## config.mk

```make
export PLATFORM = sky130hd
export DESIGN_NAME = dpll_search_ctrl
export DESIGN_NICKNAME = d
export VERILOG_FILES = /design/src/rtl/dpll_search_ctrl_pkg.sv /design/src/rtl/dpll_first_unassigned.sv /design/src/rtl/dpll_search_ctrl.sv
export SDC_FILE = /design/constraint.sdc
export NUM_CORES = 1
export LEC_CHECK = 0
export BUFFER_PORTS_ARGS = -buffer_cell sky130_fd_sc_hd__clkbuf_2
export CELL_PAD_IN_SITES_DETAIL_PLACEMENT = 0
export CELL_PAD_IN_SITES_GLOBAL_PLACEMENT = 2
export CORE_MARGIN = 2
export CORE_UTILIZATION = 35
export DETAILED_ROUTE_END_ITERATION = 7
export PLACE_DENSITY = 0.88
export SLEW_MARGIN = 10
export SYNTH_ARGS = -nofsm -noshare
export SYNTH_HDL_FRONTEND = slang
export SYNTH_SLANG_ARGS = --single-unit
```

## constraint.sdc

```tcl
create_clock -name clk -period 3.6 [get_ports clk]
set_input_delay 0.72 -clock clk [delete_from_list [all_inputs] [get_ports clk]]
set_output_delay 0.72 -clock clk [all_outputs]
set_load 0.03 [all_outputs]
```

## src/rtl/dpll_search_ctrl_pkg.sv

```systemverilog
// Shared definitions for the DPLL search controller: state encoding,
// trail entry field widths and a constant-time clog2 helper.
package dpll_search_ctrl_pkg;

  typedef enum logic [2:0] {
    ST_IDLE      = 3'd0,
    ST_EVAL      = 3'd1,
    ST_DECIDE    = 3'd2,
    ST_BACKTRACK = 3'd3,
    ST_SAT       = 3'd4,
    ST_UNSAT     = 3'd5
  } state_t;

  localparam int TRAIL_FLIP_W = 1;
  localparam int MAX_VARS     = 32;

  // Smallest r with 2**r >= value; returns 0 for value <= 1.
  function automatic int clog2_f(input int value);
    int r;
    r = 0;
    for (int i = 0; i < 32; i++) begin
      r = ((32'd1 << i) < value) ? (i + 1) : r;
    end
    return r;
  endfunction

  // Trail variable-index field width for a given variable count.
  function automatic int idx_width_f(input int n_vars);
    return (n_vars > 1) ? clog2_f(n_vars) : 1;
  endfunction

endpackage

```

## src/rtl/dpll_first_unassigned.sv

```systemverilog
// Priority encoder: index of the lowest-numbered variable whose mask bit is
// clear, plus a flag saying whether any such variable exists.
module dpll_first_unassigned #(
  parameter int N_VARS = 8,
  parameter int IDX_W  = 3
) (
  input  logic [N_VARS-1:0] assign_mask,
  output logic [IDX_W-1:0]  idx,
  output logic              found
);

  // Scan high to low so the lowest free index is the last one written.
  always_comb begin
    idx   = '0;
    found = 1'b0;
    for (int i = N_VARS - 1; i >= 0; i--) begin
      idx   = assign_mask[i] ? idx : IDX_W'(i);
      found = found | ~assign_mask[i];
    end
  end

endmodule

```

## src/rtl/dpll_search_ctrl.sv

```systemverilog
// Chronological-backtracking DPLL controller: owns the assignment fed to the
// clause evaluator and steps decide / flip / pop until SAT or UNSAT.
module dpll_search_ctrl
  import dpll_search_ctrl_pkg::*;
#(
  parameter int   N_VARS  = 8,
  parameter logic DEF_POL = 1'b0,
  parameter int   CNT_W   = 16,
  localparam int  IDX_W   = idx_width_f(N_VARS),
  localparam int  DEPTH_W = clog2_f(N_VARS + 1)
) (
  input  logic               clk,
  input  logic               rst,
  input  logic               start,
  input  logic               return_true,
  input  logic               return_false,
  output logic [N_VARS-1:0]  assign_val,
  output logic [N_VARS-1:0]  assign_mask,
  output logic               busy,
  output logic               done,
  output logic               sat,
  output logic [DEPTH_W-1:0] depth,
  output logic [CNT_W-1:0]   n_decisions,
  output logic [CNT_W-1:0]   n_conflicts
);

  state_t             state_r;
  logic [N_VARS-1:0]  assign_val_r;
  logic [N_VARS-1:0]  assign_mask_r;
  logic               busy_r;
  logic               done_r;
  logic               sat_r;
  logic [DEPTH_W-1:0] depth_r;
  logic [CNT_W-1:0]   n_decisions_r;
  logic [CNT_W-1:0]   n_conflicts_r;

  logic [IDX_W-1:0]        trail_var_r  [N_VARS];
  logic [TRAIL_FLIP_W-1:0] trail_flip_r [N_VARS];

  logic [IDX_W-1:0] first_idx_s;
  logic             found_s;
  logic [IDX_W-1:0] push_ptr_s;
  logic [IDX_W-1:0] top_ptr_s;
  logic [IDX_W-1:0] top_var_s;
  logic             top_flip_s;

  function automatic logic [CNT_W-1:0] sat_inc(input logic [CNT_W-1:0] v);
    return (&v) ? v : (v + CNT_W'(1));
  endfunction

  dpll_first_unassigned #(
    .N_VARS (N_VARS),
    .IDX_W  (IDX_W)
  ) u_first_unassigned (
    .assign_mask (assign_mask_r),
    .idx         (first_idx_s),
    .found       (found_s)
  );

  // Trail stack pointers; top is only dereferenced when depth is non-zero.
  always_comb begin
    push_ptr_s = IDX_W'(depth_r);
    top_ptr_s  = IDX_W'(depth_r - DEPTH_W'(1));
    top_var_s  = trail_var_r[top_ptr_s];
    top_flip_s = trail_flip_r[top_ptr_s][0];
  end

  // Search FSM with all outputs registered.
  always_ff @(posedge clk or posedge rst) begin
    if (rst) begin
      state_r       <= ST_IDLE;
      assign_val_r  <= '0;
      assign_mask_r <= '0;
      busy_r        <= 1'b0;
      done_r        <= 1'b0;
      sat_r         <= 1'b0;
      depth_r       <= '0;
      n_decisions_r <= '0;
      n_conflicts_r <= '0;
      for (int i = 0; i < N_VARS; i++) begin
        trail_var_r[i]  <= '0;
        trail_flip_r[i] <= '0;
      end
    end else begin
      done_r <= 1'b0;
      case (state_r)
        ST_IDLE, ST_SAT, ST_UNSAT: begin
          if (start) begin
            assign_val_r  <= '0;
            assign_mask_r <= '0;
            depth_r       <= '0;
            n_decisions_r <= '0;
            n_conflicts_r <= '0;
            sat_r         <= 1'b0;
            busy_r        <= 1'b1;
            state_r       <= ST_EVAL;
          end else begin
            state_r <= state_r;
          end
        end
        ST_EVAL: begin
          if (return_true) begin
            sat_r   <= 1'b1;
            done_r  <= 1'b1;
            busy_r  <= 1'b0;
            state_r <= ST_SAT;
          end else if (return_false) begin
            n_conflicts_r <= sat_inc(n_conflicts_r);
            state_r       <= ST_BACKTRACK;
          end else begin
            state_r <= ST_DECIDE;
          end
        end
        ST_DECIDE: begin
          if (found_s) begin
            assign_mask_r[first_idx_s] <= 1'b1;
            assign_val_r[first_idx_s]  <= DEF_POL;
            trail_var_r[push_ptr_s]    <= first_idx_s;
            trail_flip_r[push_ptr_s]   <= '0;
            depth_r                    <= depth_r + DEPTH_W'(1);
            n_decisions_r              <= sat_inc(n_decisions_r);
            state_r                    <= ST_EVAL;
          end else begin
            // Full assignment that is neither satisfied nor falsified.
            n_conflicts_r <= sat_inc(n_conflicts_r);
            state_r       <= ST_BACKTRACK;
          end
        end
        ST_BACKTRACK: begin
          if (depth_r == DEPTH_W'(0)) begin
            assign_val_r  <= '0;
            assign_mask_r <= '0;
            sat_r         <= 1'b0;
            done_r        <= 1'b1;
            busy_r        <= 1'b0;
            state_r       <= ST_UNSAT;
          end else if (!top_flip_s) begin
            assign_val_r[top_var_s] <= ~assign_val_r[top_var_s];
            trail_flip_r[top_ptr_s] <= 1'b1;
            state_r                 <= ST_EVAL;
          end else begin
            assign_mask_r[top_var_s] <= 1'b0;
            assign_val_r[top_var_s]  <= 1'b0;
            depth_r                  <= depth_r - DEPTH_W'(1);
            state_r                  <= ST_BACKTRACK;
          end
        end
        default: begin
          busy_r  <= 1'b0;
          state_r <= ST_IDLE;
        end
      endcase
    end
  end

  assign assign_val  = assign_val_r;
  assign assign_mask = assign_mask_r;
  assign busy        = busy_r;
  assign done        = done_r;
  assign sat         = sat_r;
  assign depth       = depth_r;
  assign n_decisions = n_decisions_r;
  assign n_conflicts = n_conflicts_r;

endmodule

```

# After elaboration in Yosys (flattened, before gate mapping)
# Index checks and enable logic that the tools add are counted.
dict set report totals {
  register_bits 90
  elab_cells 177
}
dict set report op_classes {
  n_addsub 4
  order_cmp 8
  n_eq_ne 17
  mux 72
  bitwise 28
  reduce_logical 23
}
# op count
set ops {}
lappend ops {{16-bit 2-to-1 mux} 7}
lappend ops {{8-bit 2-to-1 mux} 10}
lappend ops {{16-bit case mux with 3 select lines} 1}
lappend ops {{8-bit case mux with 3 select lines} 2}
lappend ops {{3-bit 2-to-1 mux} 14}
lappend ops {{16-bit by 1-bit adder with 16-bit output, second input constant} 2}
lappend ops {{8-bit AND} 4}
lappend ops {{16-bit case mux with 2 select lines} 1}
lappend ops {{16-bit AND reduction} 2}
lappend ops {{24-bit bitwise mux} 1}
lappend ops {{8-bit inverter} 3}
lappend ops {{2-bit != test, second input constant} 11}
lappend ops {{4-bit AND reduction} 5}
lappend ops {{4-bit 2-to-1 mux} 4}
lappend ops {{8-bit OR} 2}
lappend ops {{8-bit case mux with 2 select lines} 1}
lappend ops {{1-bit 2-to-1 mux} 15}
lappend ops {{1-bit demux with 3-bit select} 4}
lappend ops {{3-bit case mux with 4 select lines} 1}
lappend ops {{4-bit case mux with 3 select lines} 1}
lappend ops {{1-bit inverter} 10}
lappend ops {{5-bit AND reduction} 2}
lappend ops {{3-bit binary-select mux with 3-bit select} 1}
lappend ops {{3-bit demux with 3-bit select} 1}
lappend ops {{other kinds (26)} 47}

# Depth between registers and ports, before layout
dict set report logic_depth {
  ltp_word 16
  mapped_depth 12
  mapped_depth_nobuf 8
}

# Modules after synthesis
# A second synthesis with hierarchy kept.
dict set report hier_totals {
  hier_cells 519
  hier_area_um2 4997.3
}
# mod instances cells_per_inst area_per_inst_um2 seq_area_each_um2
set modules_own_cells {}
lappend modules_own_cells {dpll_search_ctrl 1 506 4919.7 2252.2}
lappend modules_own_cells {dpll_first_unassigned 1 13 77.6 0.0}

# Worst setup path before layout
# Ideal clock, no wire load.
dict set report synth_timing {
  path_kind {register to register}
  start {register depth_r[0] (netlist: depth[0])}
  end {register assign_val_r[3] (netlist: assign_val[3])}
  setup_ns 0.069
  arrival_ns 3.118
  required_ns 3.531
  path_slack_ns 0.413
  stages_incl_launch_ff 12
  path_cell_list {dfrtp_1 > buf_6 > buf_6 > clkinv_1 > ha_1 > clkbuf_1 > mux4_2 > mux2i_1 > nor2_1 > a211o_1 > or3_1 > nand3_1}
}
dict set report synth_via {
  elab_chain_cells 14
  word_cells_on_any_way 23
}
# element line_no
set synth_rtl {}
lappend synth_rtl {{start: declaration} dpll_search_ctrl.sv:33} ;# logic [DEPTH_W-1:0] depth_r;
lappend synth_rtl {{start signal: assignment} dpll_search_ctrl.sv:120} ;# depth_r <= depth_r + DEPTH_W'(1);
lappend synth_rtl {{start signal: assignment} dpll_search_ctrl.sv:144} ;# depth_r <= depth_r - DEPTH_W'(1);
lappend synth_rtl {{4-bit by 1-bit subtractor with 4-bit output} n/a}
lappend synth_rtl {{3-bit inverter with 4-bit output (not written as such)} {dpll_search_ctrl.sv:64, dpll_search_ctrl.sv:65}}
lappend synth_rtl {{3-bit binary-select mux with 3-bit select} dpll_search_ctrl.sv:64} ;# top_var_s = trail_var_r[top_ptr_s];
lappend synth_rtl {{3-bit 2-to-1 mux (not written as such) (2 in a row)} dpll_search_ctrl.sv:64}
lappend synth_rtl {{3-bit by 4-bit < comparator with 1-bit output (not written as such) or 3-bit by 1-bit greater-or-equal comparator with 1-bit output (tied branches)} {dpll_search_ctrl.sv:138, dpll_search_ctrl.sv:143}}
lappend synth_rtl {{1-bit logical AND (not written as such)} {dpll_search_ctrl.sv:138, dpll_search_ctrl.sv:143}}
lappend synth_rtl {{1-bit 2-to-1 mux (not written as such)} {dpll_search_ctrl.sv:138, dpll_search_ctrl.sv:143}}
lappend synth_rtl {{1-bit demux with 3-bit select} {dpll_search_ctrl.sv:138, dpll_search_ctrl.sv:143}}
lappend synth_rtl {{8-bit inverter (no source line)} n/a}
lappend synth_rtl {{8-bit AND (no source line)} n/a}
lappend synth_rtl {{8-bit 2-to-1 mux} dpll_search_ctrl.sv:137} ;# end else if (!top_flip_s) begin
lappend synth_rtl {{8-bit 2-to-1 mux (*)} dpll_search_ctrl.sv:130} ;# if (depth_r == DEPTH_W'(0)) begin
lappend synth_rtl {{8-bit case mux with 3 select lines (*)} dpll_search_ctrl.sv:86} ;# case (state_r)
lappend synth_rtl {{end signal: indexed assignment} dpll_search_ctrl.sv:138} ;# assign_val_r[top_var_s] <= ~assign_val_r[top_var_s];
lappend synth_rtl {{end: declaration} dpll_search_ctrl.sv:28} ;# logic [N_VARS-1:0] assign_val_r;
# Every way passes the cells marked *; elsewhere a longest branch is shown, timed or not. The select of a mux whose other input is x is not followed.
# A chain may end at the register's enable or synchronous reset.

# Worst setup path in the final report
dict set report layout_timing {
  start {register depth_r[1] (netlist: depth[1])}
  end {register assign_val_r[7] (netlist: assign_val[7])}
}
# The elaborated chain is that of the path after synthesis.

==> impl_metrics.ini <==
[sta]
min_period_over_period = 0.8623
fin_worst_skew_ns = 0.005756
rsz0062_at_grt = false
tns_ns = 0
maxSlewViolCount = 0
worstMarginPinSlew_ns = 0.9836
hold_viol_final = 0
fin_crit_ns = 3.104
setup_viol = 0
max_freq_mhz = 322.1
relSlewSlack = 0.3414

[clock_network]
cts_tree = built
root_buffer = clkbuf_16
clock_sinks = 90
cts_max_path_buffers = 2
post-cts-setup-buffers = 0
htree_levels = 3
cts_resized = 0
numCtsBuffers = 9
cts_hold_buf = 0
insertion_delay_ns = 0.35
path_clk_slew_ns = 0.06

[die]
dieArea_um2 = 14950
die_w_um = 122.3
rows = 43
core_um2 = 13770
io_pins = 60
die_h_um = 122.3
initial_core_util = 0.3556

[route]
num_vias = 4243
drt_pass1_iterations = 5
wl_mm = 13.11
wl_per_cell_um = 17.00
first_iter_violations = 269
drc = 0
ant_nets = 0
via_per_inst = 5.503

[global_routing]
grt_max_degree = 42
grt_antenna_before_repair = 0
grt_pass1_vias = 4095
grt_usage = 0.1878
grt-ovfl-total = 0
grt_first_pass_wirelength_mm = 21.80

[pwr]
p_leak_nw = 2.509
power_w = 0.003554
irDropWorstVdd_mv = 0.3240
p_sw_w = 0.001429
clockPowerShare = 0.263
combPwrFrac = 0.391
seq_power_share = 0.347
switching_share = 0.4021
p_int_w = 0.002125
power_density_nw_per_um2 = 620.2

[place]
hpwl_mm = 9.497
portBuffers = 59
dpl.cell_count = 756
place.gp.congestion = 0.8459

[final_layout]
regArea_um2 = 2252
multi_input_area_um2 = 2504
drive_above_1_share = 0.2014
nets = 596
fin_cells = 771
syn2layout_area_growth_pct = 16.99
antenna_cells = 0
fillers = 1396

[critical_path]
crit_type = register to register
required_ns = 3.89
cp_slowest_stage_delay_ns = 0.68
critPathCaptureType = register
worstPathArrival_ns = 3.39
crit_fanout = 14
worst_path_max_delay_cell = mux4_2
crit_chain = inv_1, ha_1, xnor2_1, mux4_2, or3_1, or4_1, nand4_1
startpoint_type = register

[synth]
avgSynthCellArea_um2 = 9.364
synth_nets = 532
syn_area_um2 = 4897
yosys_warnings = 0
synthFlopType = dfrtp_1
ys_types = 55
synthCells = 523
ys_seq_elements = 90
yosysSeqAreaShare = 0.4599
ys_async_sr_fraction = 1.000
synth_edf_count = 0

[run_status]
outcome = finished, final reports clean

[flow_run]
cap_violations = 0

[hold_path]
hold_path_class = input port to asynchronous set/reset pin
## cell families (layout without fill, tap and decap cells)
group / count (synthesis) / in the layout / synth area share
compound gates: 134 / 134 / 0.1681
xor+xnor: 15 / 15 / 0.02683
fa+ha+maj: 4 / 4 / 0.01022
buf+inv: 33 / 101 / 0.02887
flops: 90 / 90 / 0.4599
mux: 38 / 38 / 0.09581
simple gates: 209 / 209 / 0.2103
## layout make-up
cell class | count | area share
Sequential cell | 90 | 0.3931
Tap cell | 180 | 0.03931
Timing Repair Buffer | 76 | 0.07382
Clock inverter | 3 | 0.006988
Inverter | 10 | 0.006770
Clock buffer | 12 | 0.04302
Multi-Input combinational cell | 400 | 0.4370
## power groups by stage
stage	Sequential [W]	Clock, W	Combinational [W]
final	0.00123	0.000934	0.00139
after global routing	0.00124	0.000998	0.00154
after CTS	0.00123	0.000957	0.00140
after detailed placement	0.00125	0	0.00139
after global placement	0.00124	0	0.00138
after floorplan	0.00132	0	0.000895
## registers in the layout, indices dropped and copies added, names as in the netlist, 3 cells and up
signal,flops
state_r,3
n_decisions,16
trail_var_r,24
trail_flip_r,8
depth,4
assign_mask,8
assign_val,8
n_conflicts,16
## metrics by stage
stage                     hold WS (ns)  utilization  cell area, µm²  setup slack, ns
after floorplan                 0.4492            -            4897           0.4125
after global placement          0.4652       0.3952            5443           0.6463
after detailed placement        0.4740       0.3952            5443           0.5349
after CTS                       0.4768       0.4160            5729           0.5231
after global routing            0.5055       0.4160            5729           0.2931
final                           0.4510       0.4160            5729           0.4957
## cells in the final DEF (no fill, tap or decap), drive strengths merged, types with 6 or more instances in the layout
| cell | instances |
|---|---|
| dfrtp | 90 |
| clkbuf | 71 |
| nand2 | 58 |
| o21ai | 49 |
| nor2 | 43 |
| a21oi | 31 |
| nand3 | 25 |
| mux2 | 21 |
| nor3 | 18 |
| buf | 17 |
| a31oi | 15 |
| nand2b | 15 |
| nand4 | 13 |
| mux2i | 12 |
| xnor2 | 10 |
| inv | 8 |
| o211ai | 7 |
| and2 | 6 |
## worst max-delay path: cells and delay by family (launching register included)
kind | cells | cell delay, ns
XOR/XNOR | 1 | 0.41
adder cells (fa/ha/maj) | 1 | 0.29
buffers and inverters | 1 | 0.18
flip-flops | 1 | 0.56
multiplexers | 1 | 0.68
AND/OR/NAND/NOR | 3 | 0.92
## worst paths after layout
kind                       depth (start not counted)  slack [ns]          start         endpoint
setup / recovery                                   7        0.50       depth[1]    assign_val[7]
hold / removal                                     2        0.45            rst  n_conflicts[15]
setup reg to reg                                   7        0.50       depth[1]    assign_val[7]
hold reg to reg                                    1        0.49  assign_val[2]    assign_val[2]
max in group asynchronous                          3        2.29            rst             done
min in group clk                                   1        0.49  assign_val[2]    assign_val[2]
## cell usage after synthesis (all sizes together), types with 3 or more instances
cell    instances  area (µm²)
dfrtp          90        2252
nand2          58       217.7
o21ai          49       245.2
nor2           43       161.4
a21oi          31       155.2
nand3          25       125.1
mux2           21       236.5
nor3           18       90.09
clkbuf         17       63.81
a31oi          15       93.84
nand2b         15       93.84
nand4          13       81.33
mux2i          12       120.1
xnor2          10       87.58
inv             9       33.78
o211ai          7       52.55
and2            6       37.54
buf             6       40.04
and3            5       31.28
and4            5       43.79
mux4            5       112.6
nor2b           5       31.28
or3             5       31.28
xor2            5       43.79
a32o            4       40.04
a41oi           4       35.03
ha              4       50.05
nor3b           3       22.52
## per-layer routing
metal	up-vias	global-route usage	share of wire	wire, µm
li1	2048	-	-	-
met1	2081	0.2519	0.46	6086
met2	101	0.2997	0.47	6206
met3	13	0.05158	0.049	646
met4	0	0.05101	0.013	168
met5	-	0	0	0
No activity file was read; power rests on OpenSTA's default activity.
